[src/rtl/restador_serial_nbit_pkg.sv]
// Shared types for the bit-serial subtractor: FSM state encoding and reset state.
package restador_pkg;

    typedef enum logic [1:0] {
        IDLE = 2'd0,
        RUN  = 2'd1,
        DONE = 2'd2
    } rs_state_t;

    localparam rs_state_t STATE_RESET = IDLE;

endpackage

[src/rtl/restador_serial_nbit_if.sv]
// Start/busy/done handshake plus operand and flag buses of the serial subtractor.
interface restador_serial_nbit_if #(
    parameter int N = 4
);
    logic         start;
    logic [N-1:0] A;
    logic [N-1:0] B;
    logic         Bin;
    logic         busy;
    logic         done;
    logic [N-1:0] Diff;
    logic         Bout;
    logic         overflow;
    logic         zero;
    logic         negative;

    modport master (
        output start, A, B, Bin,
        input  busy, done, Diff, Bout, overflow, zero, negative
    );

    modport slave (
        input  start, A, B, Bin,
        output busy, done, Diff, Bout, overflow, zero, negative
    );
endinterface

[src/rtl/restador_serial_nbit_1bit.sv]
// Combinational full subtractor: d = a - b - bin, bout = borrow out.
module restador_1bit (
    input  logic a,
    input  logic b,
    input  logic bin,
    output logic d,
    output logic bout
);
    assign d    = a ^ b ^ bin;
    assign bout = (~a & b) | (~a & bin) | (b & bin);
endmodule

[src/rtl/restador_serial_nbit.sv]
// Bit-serial N-bit subtractor, LSB first, one bit per clock behind a start/busy/done handshake.
module restador_serial_nbit
    import restador_pkg::*;
#(
    parameter int N = 4
) (
    input logic                  clk,
    input logic                  rst,
    restador_serial_nbit_if.slave bus
);
    localparam int CW = (N > 2) ? $clog2(N) : 1;

    rs_state_t    state_reg;
    logic [N-1:0] a_reg;
    logic [N-1:0] b_reg;
    logic [N-1:0] res_reg;
    logic         br_reg;
    logic [CW-1:0] cnt_reg;
    logic [N-1:0] diff_reg;
    logic         bout_reg;
    logic         overflow_reg;
    logic         zero_reg;
    logic         negative_reg;

    logic         d_bit;
    logic         br_next;
    logic [N-1:0] res_next;

    // Single full-subtractor cell, fed from the operand LSBs each RUN cycle.
    restador_1bit u_bit (
        .a    (a_reg[0]),
        .b    (b_reg[0]),
        .bin  (br_reg),
        .d    (d_bit),
        .bout (br_next)
    );

    assign res_next = {d_bit, res_reg[N-1:1]};

    always_ff @(posedge clk) begin
        if (rst) begin
            state_reg    <= STATE_RESET;
            a_reg        <= '0;
            b_reg        <= '0;
            res_reg      <= '0;
            br_reg       <= 1'b0;
            cnt_reg      <= '0;
            diff_reg     <= '0;
            bout_reg     <= 1'b0;
            overflow_reg <= 1'b0;
            zero_reg     <= 1'b0;
            negative_reg <= 1'b0;
        end else begin
            case (state_reg)
                IDLE: begin
                    if (bus.start) begin
                        a_reg     <= bus.A;
                        b_reg     <= bus.B;
                        br_reg    <= bus.Bin;
                        cnt_reg   <= '0;
                        state_reg <= RUN;
                    end
                end
                RUN: begin
                    a_reg   <= a_reg >> 1;
                    b_reg   <= b_reg >> 1;
                    res_reg <= res_next;
                    br_reg  <= br_next;
                    cnt_reg <= cnt_reg + CW'(1);
                    // Last bit: br_reg is the borrow into the MSB, br_next the borrow out.
                    if (cnt_reg == CW'(N - 1)) begin
                        diff_reg     <= res_next;
                        bout_reg     <= br_next;
                        overflow_reg <= br_next ^ br_reg;
                        zero_reg     <= (res_next == '0);
                        negative_reg <= res_next[N-1];
                        state_reg    <= DONE;
                    end
                end
                DONE: begin
                    state_reg <= IDLE;
                end
                default: begin
                    state_reg <= STATE_RESET;
                end
            endcase
        end
    end

    assign bus.busy     = (state_reg == RUN);
    assign bus.done     = (state_reg == DONE);
    assign bus.Diff     = diff_reg;
    assign bus.Bout     = bout_reg;
    assign bus.overflow = overflow_reg;
    assign bus.zero     = zero_reg;
    assign bus.negative = negative_reg;
endmodule

[src/flat_wrapper.sv]
// flat-port wrapper written by rule: the top's interface ports become plain ports
module restador_serial_nbit_flat import restador_pkg::*;
#(
    parameter int N = 4
)
  (clk, rst, bus_start, bus_A, bus_B, bus_Bin, bus_busy, bus_done, bus_Diff, bus_Bout, bus_overflow, bus_zero, bus_negative);
  restador_serial_nbit_if #(.N(N)) bus_i ();
  input logic clk;
  input logic rst;
  input wire logic [$bits(bus_i.start)-1:0] bus_start;
  input wire logic [$bits(bus_i.A)-1:0] bus_A;
  input wire logic [$bits(bus_i.B)-1:0] bus_B;
  input wire logic [$bits(bus_i.Bin)-1:0] bus_Bin;
  output wire logic [$bits(bus_i.busy)-1:0] bus_busy;
  output wire logic [$bits(bus_i.done)-1:0] bus_done;
  output wire logic [$bits(bus_i.Diff)-1:0] bus_Diff;
  output wire logic [$bits(bus_i.Bout)-1:0] bus_Bout;
  output wire logic [$bits(bus_i.overflow)-1:0] bus_overflow;
  output wire logic [$bits(bus_i.zero)-1:0] bus_zero;
  output wire logic [$bits(bus_i.negative)-1:0] bus_negative;
  assign bus_i.start = bus_start;
  assign bus_i.A = bus_A;
  assign bus_i.B = bus_B;
  assign bus_i.Bin = bus_Bin;
  assign bus_busy = bus_i.busy;
  assign bus_done = bus_i.done;
  assign bus_Diff = bus_i.Diff;
  assign bus_Bout = bus_i.Bout;
  assign bus_overflow = bus_i.overflow;
  assign bus_zero = bus_i.zero;
  assign bus_negative = bus_i.negative;
  restador_serial_nbit #(.N(N)) u_core (.clk(clk), .rst(rst), .bus(bus_i));
endmodule
[config.mk]
export PLATFORM = sky130hd
export DESIGN_NAME = restador_serial_nbit_flat
export DESIGN_NICKNAME = d
export VERILOG_FILES = /design/src/rtl/restador_serial_nbit_pkg.sv /design/src/rtl/restador_serial_nbit_if.sv /design/src/rtl/restador_serial_nbit_1bit.sv /design/src/rtl/restador_serial_nbit.sv /design/src/flat_wrapper.sv
export SDC_FILE = /design/constraint.sdc
export NUM_CORES = 1
export LEC_CHECK = 0
export CAP_MARGIN = 15
export CORE_UTILIZATION = 48
export DETAILED_ROUTE_END_ITERATION = 12
export PLACE_DENSITY = 0.87
export RECOVER_POWER = 100
export SETUP_SLACK_MARGIN = 0.02
export SYNTH_ARGS = -nofsm -noshare
export SYNTH_HDL_FRONTEND = slang
export SYNTH_SLANG_ARGS = --single-unit
[constraint.sdc]
create_clock -name clk -period 1.6 [get_ports clk]
set_input_delay 0.4 -clock clk [delete_from_list [all_inputs] [get_ports clk]]
set_output_delay 0.4 -clock clk [all_outputs]
set_load 0.02 [all_outputs]
==> impl_metrics.tcl <==
set metrics [dict create \
    dpl.hpwl_microns 1392 \
    leakage_nw 0.5045 \
    drt_iter0_drc 9 \
    synth-seq-area-share 0.4589 \
    vdd_drop_max_mv 0.4794 \
    synth_cells 98 \
    placement.io_buffers 21 \
    min_period_ns 1.493 \
    grt_pass1_wl_microns 2849 \
    report.final.hold_viol_count 0 \
    fin_worst_skew_ns 0.006870 \
    ys_ff_latch 23 \
    rsz0062_at_grt "false" \
    die_h_microns 47.72 \
    final_util 0.6282 \
    cts_buffer_depth 2 \
    dr.pass1.iters 4 \
    grt_max_degree 16 \
    totalWireLength_microns 1887 \
    slew-limit-headroom 0.7629 \
    antenna_left 0 \
    tightest_slew_ns 0.3556 \
    fin_cells 149 \
    routedWlPerCell_microns 12.66 \
    grt_pass1_vias 640 \
    worst_hold_slack_ns 0.4616 \
    areaGrowthSynthToFinish_pct 22.82 \
    die_w_microns 47.72 \
    start_kind "flip-flop" \
    cts-buffers-inserted 3 \
    antenna_found_initial 0 \
    grt_usage 0.1792 \
    synth_cell_types 26 \
    hp-class "flip-flop to flip-flop" \
    place_inst 145 \
    busiest_layer "met2" \
    cts.clk_slew.worst_paths_ns 0.12 \
    cts_hold_buf 0 \
    worstSetupEndpointType "flip-flop" \
    ys_warn_count 0 \
    syn_area_per_cell_sq_um 10.24 \
    diodes 0 \
    viasPerCell 5.054 \
    drv_slew 0 \
    critPathArrivalTime_ns 1.73 \
    vias 753 \
    final-setup-viol-count 0 \
    grtUsageMet1 0.2350 \
    start_util 0.5115 \
    rows 16 \
    crit_path_max_fanout 13 \
    clock-root-buffer "clkbuf_4" \
    grt_use_met3 0.03396 \
    netlist_area_sq_um 1003 \
    crit_required_ns 1.84 \
    final_nets 137 \
    post-cts-setup-buffers 0 \
    gr-total-overflow 0 \
    worstSetupPathType "flip-flop to flip-flop" \
    htreeDepth 1 \
    drv_cap 0 \
    fin_crit_sh 0.9330 \
    synth_fp_nets 112 \
    gp_congestion 0.7134 \
    powerDensity_nw_per_um2 866.0 \
    outcome "finished clean" \
    die-area_sq_um 2277 \
    core_sq_um 1962 \
    met2_usage 0.2919 \
    clock-sinks 23 \
    ios 22 \
    cts_tree "built" \
    drive_gt1_frac 0.1393 \
    clk_latency_ns 0.31 \
    drc 0 \
    fmax_mhz 669.9 \
]
where the power goes:
part | total, W | internal [W] | switching (W)
sequential | 0.000623 | 0.000601 | 0.0000221
clock | 0.000261 | 0.0000932 | 0.000168
combinational | 0.000183 | 0.0000962 | 0.0000870
cell families (layout without fill, tap and decap cells):
| logic type | after synthesis | after routing | share of synthesized area |
|---|---|---|---|
| simple gates | 33 | 33 | 0.1521 |
| flops | 23 | 23 | 0.4589 |
| compound gates | 22 | 22 | 0.1908 |
| mux | 9 | 9 | 0.08978 |
| buf+inv | 8 | 32 | 0.06732 |
| fa+ha+maj | 2 | 2 | 0.03242 |
| xor+xnor | 1 | 1 | 0.008730 |
synthesized netlist by cell type:
master    count  area [sq um]
o21bai_1      1         7.510
nand3b_1      1         7.510
a22oi_1       3         22.52
dfxtp_1      23         460.4
inv_1         1         3.750
buf_6         3         33.78
a211oi_2      6         75.07
nor4b_1       1         8.760
clkbuf_1      1         3.750
buf_4         1         7.510
buf_1         1         3.750
and3b_1       1         8.760
nor3b_1       1         7.510
fa_1          1         20.02
ha_1          1         12.51
and2b_1       1         7.510
nor2_2        2         12.51
a21oi_1       5         25.02
nand2_1      10         37.54
buf_8         1         15.01
xnor2_1       1         8.760
a211oi_1      6         45.04
o21ba_4       1         16.27
nor2b_1       1         6.260
nor2_1       15         56.30
mux2i_1       9         90.09
path summary, 6_finish.rpt:
check | end | depth (start not counted) | slack (ns) | from
setup / recovery | u_core.bus.overflow | 4 | 0.11 | u_core.state_reg[0]
hold / removal | u_core.bus.Diff[0] | 2 | 0.46 | u_core.bus.Diff[0]
setup reg to reg | u_core.bus.overflow | 4 | 0.11 | u_core.state_reg[0]
hold reg to reg | u_core.bus.Diff[0] | 2 | 0.46 | u_core.bus.Diff[0]
cell usage in the layout (no fill, tap or decap):
cell type,count
nor2_2,1
inv_1,1
clkdlybuf4s50_1,11
nor2b_1,1
fa_1,1
a22oi_1,3
clkbuf_2,2
buf_4,3
dlygate4sd2_1,8
mux2i_1,9
a211oi_1,7
nand3b_1,1
nor4b_4,1
o21bai_1,1
a211oi_2,5
a21oi_1,5
o21ba_4,1
nand2_1,10
dfxtp_1,23
ha_1,1
xnor2_1,1
nor3b_1,1
nor2_1,16
and2b_1,1
and3b_1,1
clkbuf_1,3
clkbuf_4,3
clkinv_2,1
area by class of cell:
| class | count | area, sq um |
|---|---|---|
| flip-flops and latches | 23 | 460.4 |
| multi-input cells | 67 | 483.0 |
| well taps | 27 | 33.78 |
| clock buffers | 3 | 22.52 |
| repair buffers | 27 | 224.0 |
| fillers | 186 | 729.5 |
| clock inverters | 1 | 5.005 |
| inverters | 1 | 3.754 |
stage by stage:
step,setup WS [ns],power [W],setup TNS [ns],instance area [sq um]
CTS,0.02224,0.001081,0,1251
floorplan,0.1922,0.0007564,0,1003
finish,0.1073,0.001067,0,1232
global route,0.02604,0.001132,0,1232
detailed placement,-0.002996,0.0008223,-0.002996,1229
global placement,0.07671,0.0008133,0,1229
routing by layer:
metal	up-vias	share of wire	wire length (microns)
met5	-	0	0
met3	2	0.017	33
met1	351	0.46	867
met4	0	0.0079	15
met2	10	0.51	971
li1	390	-	-
critical path, stage by stage (launching register included):
cell and delay (ns):
dfxtp_1 0.37, clkbuf_2 0.33, and3b_1 0.43, nor2_1 0.10, a211oi_2 0.19
what timing repair did:
action,in CTS,in global routing
pin swaps,0,1
gates resized for setup,12,4
setup endpoints to repair,11,3
No activity file was read; power rests on OpenSTA's default activity.
